**config.mk**
```make
export PLATFORM = sky130hd
export DESIGN_NAME = stream_port_bridge
export DESIGN_NICKNAME = d
export VERILOG_FILES = /design/src/rtl/stream_bridge_pkg.sv /design/src/rtl/port_read_cache.sv /design/src/rtl/stream_port_bridge.sv
export SDC_FILE = /design/constraint.sdc
export NUM_CORES = 1
export LEC_CHECK = 0
export CORE_AREA = 4 4 320 322
export CTS_CLUSTER_SIZE = 10
export DETAILED_ROUTE_END_ITERATION = 10
export DIE_AREA = 0 0 324 326
export SYNTH_ARGS = -nofsm -noshare
export SYNTH_HDL_FRONTEND = slang
export SYNTH_SLANG_ARGS = --single-unit
```
**constraint.sdc**
```tcl
create_clock -name clk -period 11.45 [get_ports clk]
set_input_delay 2.29 -clock clk [delete_from_list [all_inputs] [get_ports clk]]
set_output_delay 2.29 -clock clk [all_outputs]
set_load 0.02 [all_outputs]
```
**src/rtl/stream_bridge_pkg.sv**
```systemverilog
// stream_bridge_pkg: shared definitions for the stream port bridge.
//   - bridge_state_e : bridge FSM state encoding
//   - Def*           : default parameter values for the bridge top
//   - byte_addr()    : word address -> byte address relative to a base
package stream_bridge_pkg;

    typedef enum logic [2:0] {
        StIdle,
        StStep,
        StSample,
        StServe,
        StWaitRd,
        StWaitWr,
        StFinish
    } bridge_state_e;

    localparam int unsigned DefAddrWid  = 16;
    localparam int unsigned DefDataWid  = 32;
    localparam int unsigned DefNumPorts = 2;
    localparam int unsigned DefHitCache = 1;
    localparam int unsigned DefTimeout  = 1024;

    // Accelerator addresses are 32-bit word indices; the host bus is byte addressed.
    function automatic logic [63:0] byte_addr(input logic [63:0] base, input logic [63:0] word);
        return base + (word << 2);
    endfunction

endpackage

```
**src/rtl/port_read_cache.sv**
```systemverilog
// port_read_cache: single-entry {valid, addr, data} record of the last external read of one
// accelerator port.
//   clk, reset            : clock, asynchronous active-low reset
//   clear                 : synchronous flush of the entry
//   fill_en/addr/data     : record a completed external read
//   inv_en/inv_addr       : served write; drops the entry if the address matches
//   lookup_addr           : address of the read being served on this port
//   hit, hit_data         : entry valid and matching lookup_addr, with its data
module port_read_cache
    import stream_bridge_pkg::*;
#(
    parameter int unsigned ADDR_WID = DefAddrWid,
    parameter int unsigned DATA_WID = DefDataWid
) (
    input  logic                clk,
    input  logic                reset,
    input  logic                clear,
    input  logic                fill_en,
    input  logic [ADDR_WID-1:0] fill_addr,
    input  logic [DATA_WID-1:0] fill_data,
    input  logic                inv_en,
    input  logic [ADDR_WID-1:0] inv_addr,
    input  logic [ADDR_WID-1:0] lookup_addr,
    output logic                hit,
    output logic [DATA_WID-1:0] hit_data
);

    logic                valid_q, valid_d;
    logic [ADDR_WID-1:0] addr_q, addr_d;
    logic [DATA_WID-1:0] data_q, data_d;

    always_comb begin
        valid_d = valid_q;
        addr_d  = addr_q;
        data_d  = data_q;
        if (clear) begin
            valid_d = 1'b0;
        end else if (fill_en) begin
            valid_d = 1'b1;
            addr_d  = fill_addr;
            data_d  = fill_data;
        end else if (inv_en && (addr_q == inv_addr)) begin
            valid_d = 1'b0;
        end
    end

    always_ff @(posedge clk or negedge reset) begin
        if (!reset) begin
            valid_q <= 1'b0;
            addr_q  <= '0;
            data_q  <= '0;
        end else begin
            valid_q <= valid_d;
            addr_q  <= addr_d;
            data_q  <= data_d;
        end
    end

    assign hit      = valid_q && (addr_q == lookup_addr);
    assign hit_data = data_q;

endmodule

```
**src/rtl/stream_port_bridge.sv**
```systemverilog
// stream_port_bridge: single-steps an accelerator and turns its memory-port accesses into host
// read/write requests, one at a time, lowest port first.
//   clk, reset                 : clock, asynchronous active-low reset
//   start                      : level, run request; drop it to leave FINISH
//   read_base/write_base       : byte base addresses of the host buffers
//   xfer_size                  : copied to rd_size / wr_size
//   acc_addr/ce/we/d, acc_q    : packed accelerator memory ports
//   acc_step, acc_start        : accelerator clock enable pulse, ap_start
//   acc_done                   : accelerator ap_done
//   rd_*/wr_*                  : host request pulses, address, size, data and ready
//   done, error                : sticky completion / host timeout flags
//   access_count, cycle_count  : host requests issued, acc_step pulses issued
module stream_port_bridge
    import stream_bridge_pkg::*;
#(
    parameter int unsigned ADDR_WID  = DefAddrWid,
    parameter int unsigned DATA_WID  = DefDataWid,
    parameter int unsigned NUM_PORTS = DefNumPorts,
    parameter int unsigned HIT_CACHE = DefHitCache,
    parameter int unsigned TIMEOUT   = DefTimeout
) (
    input  logic                          clk,
    input  logic                          reset,
    input  logic                          start,
    input  logic [63:0]                   read_base,
    input  logic [63:0]                   write_base,
    input  logic [63:0]                   xfer_size,
    input  logic [NUM_PORTS*ADDR_WID-1:0] acc_addr,
    input  logic [NUM_PORTS-1:0]          acc_ce,
    input  logic [NUM_PORTS-1:0]          acc_we,
    input  logic [NUM_PORTS*DATA_WID-1:0] acc_d,
    output logic [NUM_PORTS*DATA_WID-1:0] acc_q,
    output logic                          acc_step,
    output logic                          acc_start,
    input  logic                          acc_done,
    output logic                          rd_req,
    output logic                          wr_req,
    output logic [63:0]                   rd_addr,
    output logic [63:0]                   wr_addr,
    output logic [63:0]                   rd_size,
    output logic [63:0]                   wr_size,
    output logic [DATA_WID-1:0]           wr_data,
    input  logic                          rd_ready,
    input  logic                          wr_ready,
    input  logic [DATA_WID-1:0]           rd_data,
    output logic                          done,
    output logic                          error,
    output logic [63:0]                   access_count,
    output logic [63:0]                   cycle_count
);

    localparam int unsigned PortIdxW = (NUM_PORTS > 1) ? $clog2(NUM_PORTS) : 1;

    bridge_state_e state_q, state_d;

    logic [NUM_PORTS-1:0]          pend_q, pend_d;
    logic [NUM_PORTS-1:0]          pend_we_q, pend_we_d;
    logic [NUM_PORTS*ADDR_WID-1:0] pend_addr_q, pend_addr_d;
    logic [NUM_PORTS*DATA_WID-1:0] pend_wdata_q, pend_wdata_d;
    logic [NUM_PORTS*DATA_WID-1:0] acc_q_q, acc_q_d;
    logic [PortIdxW-1:0]           cur_q, cur_d;
    logic [31:0]                   timer_q, timer_d;
    logic                          rd_req_q, rd_req_d;
    logic                          wr_req_q, wr_req_d;
    logic [63:0]                   rd_addr_q, rd_addr_d;
    logic [63:0]                   wr_addr_q, wr_addr_d;
    logic [63:0]                   rd_size_q, rd_size_d;
    logic [63:0]                   wr_size_q, wr_size_d;
    logic [DATA_WID-1:0]           wr_data_q, wr_data_d;
    logic                          done_q, done_d;
    logic                          error_q, error_d;
    logic [63:0]                   access_count_q, access_count_d;
    logic [63:0]                   cycle_count_q, cycle_count_d;

    // Lowest-index pending port and its latched access.
    logic                sel_valid;
    logic [PortIdxW-1:0] sel_idx;
    logic                sel_we;
    logic                sel_hit;
    logic [ADDR_WID-1:0] sel_addr;
    logic [DATA_WID-1:0] sel_wdata;
    logic                timed_out;

    logic                cache_clear;
    logic                cache_fill;
    logic                cache_inv;
    logic [NUM_PORTS-1:0] cache_hit;
    logic [DATA_WID-1:0] cache_data [NUM_PORTS];

    for (genvar i = 0; i < NUM_PORTS; i++) begin : g_cache
        logic raw_hit;

        port_read_cache #(
            .ADDR_WID (ADDR_WID),
            .DATA_WID (DATA_WID)
        ) u_cache (
            .clk         (clk),
            .reset       (reset),
            .clear       (cache_clear),
            .fill_en     (cache_fill && (cur_q == PortIdxW'(i))),
            .fill_addr   (pend_addr_q[i*ADDR_WID +: ADDR_WID]),
            .fill_data   (rd_data),
            .inv_en      (cache_inv),
            .inv_addr    (sel_addr),
            .lookup_addr (pend_addr_q[i*ADDR_WID +: ADDR_WID]),
            .hit         (raw_hit),
            .hit_data    (cache_data[i])
        );

        assign cache_hit[i] = (HIT_CACHE != 0) && raw_hit;
    end

    always_comb begin
        sel_valid = 1'b0;
        sel_idx   = '0;
        for (int i = int'(NUM_PORTS) - 1; i >= 0; i--) begin
            if (pend_q[i]) begin
                sel_valid = 1'b1;
                sel_idx   = PortIdxW'(i);
            end
        end
    end

    assign sel_we    = pend_we_q[sel_idx];
    assign sel_hit   = cache_hit[sel_idx];
    assign sel_addr  = pend_addr_q[sel_idx*ADDR_WID +: ADDR_WID];
    assign sel_wdata = pend_wdata_q[sel_idx*DATA_WID +: DATA_WID];
    // Entered the wait with timer 0, so this fires on the (TIMEOUT+1)-th cycle without ready.
    assign timed_out = (timer_q >= TIMEOUT);

    // State register.
    always_ff @(posedge clk or negedge reset) begin
        if (!reset) begin
            state_q <= StIdle;
        end else begin
            state_q <= state_d;
        end
    end

    // Next-state logic.
    always_comb begin
        state_d = state_q;
        unique case (state_q)
            StIdle:   if (start) state_d = StStep;
            StStep:   state_d = StSample;
            StSample: begin
                if (acc_ce != '0) begin
                    state_d = StServe;
                end else if (acc_done) begin
                    state_d = StFinish;
                end else begin
                    state_d = StStep;
                end
            end
            StServe: begin
                if (!sel_valid) begin
                    state_d = StStep;
                end else if (sel_we) begin
                    state_d = StWaitWr;
                end else if (!sel_hit) begin
                    state_d = StWaitRd;
                end
            end
            StWaitRd: begin
                if (rd_ready) begin
                    state_d = StServe;
                end else if (timed_out) begin
                    state_d = StFinish;
                end
            end
            StWaitWr: begin
                if (wr_ready) begin
                    state_d = StServe;
                end else if (timed_out) begin
                    state_d = StFinish;
                end
            end
            StFinish: if (!start) state_d = StIdle;
            default:  state_d = StIdle;
        endcase
    end

    // FSM outputs.
    always_comb begin
        acc_step  = (state_q == StStep);
        acc_start = (state_q != StIdle) && (state_q != StFinish);
    end

    // Datapath next-state.
    always_comb begin
        pend_d         = pend_q;
        pend_we_d      = pend_we_q;
        pend_addr_d    = pend_addr_q;
        pend_wdata_d   = pend_wdata_q;
        acc_q_d        = acc_q_q;
        cur_d          = cur_q;
        timer_d        = timer_q;
        rd_req_d       = 1'b0;
        wr_req_d       = 1'b0;
        rd_addr_d      = rd_addr_q;
        wr_addr_d      = wr_addr_q;
        rd_size_d      = rd_size_q;
        wr_size_d      = wr_size_q;
        wr_data_d      = wr_data_q;
        done_d         = done_q;
        error_d        = error_q;
        access_count_d = access_count_q;
        cycle_count_d  = cycle_count_q;
        cache_clear    = 1'b0;
        cache_fill     = 1'b0;
        cache_inv      = 1'b0;

        unique case (state_q)
            StStep: cycle_count_d = cycle_count_q + 64'd1;
            StSample: begin
                pend_d       = acc_ce;
                pend_we_d    = acc_we;
                pend_addr_d  = acc_addr;
                pend_wdata_d = acc_d;
                if ((acc_ce == '0) && acc_done) begin
                    done_d = 1'b1;
                end
            end
            StServe: begin
                if (sel_valid) begin
                    pend_d[sel_idx] = 1'b0;
                    cur_d           = sel_idx;
                    timer_d         = '0;
                    if (sel_we) begin
                        wr_req_d       = 1'b1;
                        wr_addr_d      = byte_addr(write_base, 64'(sel_addr));
                        wr_data_d      = sel_wdata;
                        wr_size_d      = xfer_size;
                        access_count_d = access_count_q + 64'd1;
                        cache_inv      = 1'b1;
                    end else if (sel_hit) begin
                        acc_q_d[sel_idx*DATA_WID +: DATA_WID] = cache_data[sel_idx];
                    end else begin
                        rd_req_d       = 1'b1;
                        rd_addr_d      = byte_addr(read_base, 64'(sel_addr));
                        rd_size_d      = xfer_size;
                        access_count_d = access_count_q + 64'd1;
                    end
                end
            end
            StWaitRd: begin
                if (rd_ready) begin
                    acc_q_d[cur_q*DATA_WID +: DATA_WID] = rd_data;
                    cache_fill = 1'b1;
                end else if (timed_out) begin
                    error_d = 1'b1;
                    done_d  = 1'b1;
                end else begin
                    timer_d = timer_q + 32'd1;
                end
            end
            StWaitWr: begin
                if (!wr_ready) begin
                    if (timed_out) begin
                        error_d = 1'b1;
                        done_d  = 1'b1;
                    end else begin
                        timer_d = timer_q + 32'd1;
                    end
                end
            end
            StFinish: begin
                if (!start) begin
                    done_d      = 1'b0;
                    error_d     = 1'b0;
                    cache_clear = 1'b1;
                end
            end
            default: ;
        endcase
    end

    always_ff @(posedge clk or negedge reset) begin
        if (!reset) begin
            pend_q         <= '0;
            pend_we_q      <= '0;
            pend_addr_q    <= '0;
            pend_wdata_q   <= '0;
            acc_q_q        <= '0;
            cur_q          <= '0;
            timer_q        <= '0;
            rd_req_q       <= 1'b0;
            wr_req_q       <= 1'b0;
            rd_addr_q      <= '0;
            wr_addr_q      <= '0;
            rd_size_q      <= '0;
            wr_size_q      <= '0;
            wr_data_q      <= '0;
            done_q         <= 1'b0;
            error_q        <= 1'b0;
            access_count_q <= '0;
            cycle_count_q  <= '0;
        end else begin
            pend_q         <= pend_d;
            pend_we_q      <= pend_we_d;
            pend_addr_q    <= pend_addr_d;
            pend_wdata_q   <= pend_wdata_d;
            acc_q_q        <= acc_q_d;
            cur_q          <= cur_d;
            timer_q        <= timer_d;
            rd_req_q       <= rd_req_d;
            wr_req_q       <= wr_req_d;
            rd_addr_q      <= rd_addr_d;
            wr_addr_q      <= wr_addr_d;
            rd_size_q      <= rd_size_d;
            wr_size_q      <= wr_size_d;
            wr_data_q      <= wr_data_d;
            done_q         <= done_d;
            error_q        <= error_d;
            access_count_q <= access_count_d;
            cycle_count_q  <= cycle_count_d;
        end
    end

    assign acc_q        = acc_q_q;
    assign rd_req       = rd_req_q;
    assign wr_req       = wr_req_q;
    assign rd_addr      = rd_addr_q;
    assign wr_addr      = wr_addr_q;
    assign rd_size      = rd_size_q;
    assign wr_size      = wr_size_q;
    assign wr_data      = wr_data_q;
    assign done         = done_q;
    assign error        = error_q;
    assign access_count = access_count_q;
    assign cycle_count  = cycle_count_q;

endmodule

```
==> metrics.cfg <==
[sta]
hold_violations = 0
rsz0062_at_grt = no
slew_headroom_pct = 15.5
clock_skew_ps = 21.7
holdWs_ps = 470
timing.fmax_mhz = 184
min_period_ps = 5420
tightest_slew_ps = 1260
maxSlewViolCount = 0
setup-tns-final_ps = 0
final-setup-viol-count = 0
finalCritPeriodShare_pct = 47.4

[cells_and_area]
fillCellCount = 9323
final_area_um2 = 45300
area_growth_pct = 36.5
fin_nets = 4226
drive_gt1_share_pct = 11.8

[global_routing]
globalRouteMet1Util_pct = 27.6
top_usage_layer = met2
grtUsageMet3_pct = 6.42
grt_use_total_pct = 21.6
grt_max_degree = 149
antenna_found_initial = 36
grt_use_met2_pct = 35.5
grt_overflow = 0
grt_pass1_wl_um = 174000
grt_pass1_vias = 26100

[routing]
routed_wl_um = 117000
viasPerCell = 5.06
dr_total_vias = 26400
drtIter0Drc = 1691
routedWlPerCell_um = 22.5
antenna_left = 0
drtPass1Iterations = 5
remaining_drc_errors = 0

[outcome]
status = complete, no violations

[floorplanning]
die-area_um2 = 106000
fp.dieW_um = 324
core-area_um2 = 99600
top_level_ports = 816
initial_core_util_pct = 33.4
die_h_um = 326
rows = 116

[worst_setup_path]
crit_type = input port to flop
crit_fanout = 23
critPathCaptureType = flop
cp-start-kind = input port
cp.required_ps = 11950
cp.arrival_ps = 5920

[power_and_ir_drop]
max-vdd-ir-drop_mv = 0.132
pwr-share-comb_pct = 44.9
sw_frac_of_total_pct = 39.5
pwr-share-seq_pct = 34.0
p_total_w = 0.0121
power.density_nw_per_um2 = 268
power.internal_w = 0.00735
p_switching_w = 0.00480
power.leakage_nw = 19.2
clock_power_share_pct = 21.0

[synth]
async_flop_share_pct = 100
synth_area_leaders = dfrtp_1 (54%), mux2_2 (9.0%), xnor2_1 (5.6%), nand2_1 (5.5%), xor2_1 (2.6%)
syn_inst = 3076
synth-edff-count = 0
ys_ff_latch = 718
netlist_area_um2 = 33200
yosysTopAreaCell = dfrtp_1
yosys_warnings = 0
synthDistinctLibCells = 78
yosys_most_used_dff = dfrtp_1
avgSynthCellArea_um2 = 10.8
netlist.area_leader.share_pct = 54.1
syn_nets = 3444
ys_seq_area_share_pct = 54.1

[cts]
cts_buffer_depth = 3
clk_latency_ps = 660
clock-sinks = 718
tritoncts = built
htree_num_levels = 3
cts.clk_slew.worst_paths_ps = 50
cts_hold_buf = 0
postCtsSetupBuffers = 0
clockRootBuffer = clkbuf_16
ctsResizeCount = 0
cts_inserted_buffers = 86

[job]
max_cap_viol_count = 0

[placement]
io_buffer_count = 815
dpl.hpwl_um = 86600
gp_congestion = 0.889
post_dp_cell_area_um2 = 42700

[worst_hold_path]
hold_path_class = flop to flop

==> cells in the mapped netlist, types with 24 or more instances <==
master     instances
dfrtp_1          718
nand2_1          490
mux2_2           266
xnor2_1          212
o21ai_0          135
nor2_1           128
clkbuf_1         106
xor2_1           100
a21oi_1           97
nand3_1           90
nor3_1            80
a22oi_1           65
nand4_1           64
inv_1             60
nor4_1            46
a31oi_1           40
ha_1              36
buf_2             33
o2bb2ai_1         32
and3_1            28
and2_1            24
==> worst max-delay path, cell delays in order <==
cell             delay, ps
clkdlybuf4s50_1        420
ha_1                   410
fa_1                   490
a21oi_1                230
o211ai_1               250
or4b_1                 680
a311oi_4               290
buf_4                  350
and4bb_2               280
xnor2_1                130
o21ai_0                 80
==> metrics by stage <==
step / setup slack, ps / cells / util (%)
after floorplan: 6720 / 3076 / -
after global placement: 5500 / 5068 / 42.9
after detailed placement: 5470 / 5068 / 42.9
after CTS: 6080 / 5193 / 45.5
after global routing: 5630 / 5207 / 45.5
final: 6030 / 5219 / 45.5
==> power by group through the flow <==
| stage | combinational (W) | clock (W) | sequential [W] |
|---|---|---|---|
| finish | 0.00546 | 0.00256 | 0.00413 |
| floorplan | 0.00235 | 0 | 0.00473 |
| global placement | 0.00547 | 0 | 0.00414 |
| detailed placement | 0.00550 | 0 | 0.00417 |
| global route | 0.00588 | 0.00274 | 0.00425 |
| CTS | 0.00552 | 0.00263 | 0.00414 |
==> kinds of logic (layout without fill, tap and decap cells) <==
group / after synthesis / count (layout) / synth area share (%)
AOI/OAI and AO/OA: 464 / 464 / 8.86
xor gates and xnor gates: 312 / 312 / 8.23
adders and majority gates: 38 / 38 / 1.48
buffers and inverters: 219 / 1038 / 2.65
DFF: 718 / 718 / 54.1
muxes: 283 / 283 / 9.53
other: 0 / 26 / 0
and+or+nand+nor: 1042 / 1042 / 15.1
==> final cells by class <==
cell class / count / area (µm²) / area share (%)
flip-flops and latches: 718 / 18000 / 39.6
multi-input cells: 2139 / 14500 / 31.9
repair buffers: 851 / 8450 / 18.6
clock buffers: 117 / 2400 / 5.29
well taps: 1298 / 1620 / 3.58
inverters: 62 / 236 / 0.522
clock inverters: 8 / 125 / 0.276
diodes: 26 / 65.1 / 0.144
==> sequential cells by signal (all words and copies together) (netlist names) <==
signal and count:
wr_addr 64, access_count 64, pend_we_q 2, g_cache.u_cache.hit_data 64, rd_size 64, rd_addr 64
wr_size 64, wr_req 1, acc_q 64, timer_q 32, rd_req 1, pend_addr_q 32
done 1, wr_data 32, cur_q 1, g_cache.u_cache.valid_q 2, cycle_count 64, pend_wdata_q 64
pend_q 2, state_q 3, g_cache.u_cache.addr_q 32, error 1
==> routing by layer <==
metal / up-vias / share of wire, % / wire length, µm
met3: 178 / 7.4 / 8670
met1: 13100 / 42 / 49200
met4: 26 / 2.5 / 2950
li1: 12400 / - / -
met5: - / 0.14 / 167
met2: 733 / 48 / 56200
==> path summary, 6_finish.rpt <==
kind                                    endpoint          from  slack [ps]  depth (start not counted)
worst min register to register        wr_size[0]    wr_size[0]         470                          2
worst max register to register       rd_addr[33]     pend_q[1]        6090                         12
max in group asynchronous       pend_wdata_q[11]         reset        7610                          3
min in group asynchronous            rd_size[52]         reset        1670                          1
worst max-delay path                 rd_addr[58]  read_base[2]        6030                         11
worst min-delay path                  wr_size[0]    wr_size[0]         470                          2
==> cell usage in the layout (no fill, tap or decap), types with 8 or more instances in the layout <==
master / Yosys / routed
xnor2_1: 212 / 212
o2bb2ai_1: 32 / 32
inv_1: 60 / 60
xor2_1: 100 / 100
nor2_1: 128 / 125
o21ai_1: 13 / 12
clkdlybuf4s50_1: 0 / 814
dfrtp_1: 718 / 718
o2111ai_1: 10 / 10
buf_4: 1 / 35
a21o_1: 8 / 8
nand2_1: 490 / 489
nor4_1: 46 / 46
clkbuf_8: 0 / 11
a31oi_1: 40 / 40
nand3_1: 90 / 87
or3_1: 9 / 9
mux2_2: 266 / 266
o21ai_0: 135 / 135
a22oi_1: 65 / 65
nor4b_1: 9 / 9
and2_1: 24 / 23
o211ai_1: 15 / 15
clkbuf_1: 106 / 19
and4_1: 22 / 22
mux2i_1: 17 / 17
nand4_1: 64 / 64
and3_1: 28 / 28
diode_2: 0 / 26
clkbuf_16: 0 / 87
nor3_1: 80 / 79
ha_1: 36 / 36
a21oi_1: 97 / 97
Note: power is estimated with default switching activity, not from simulation.
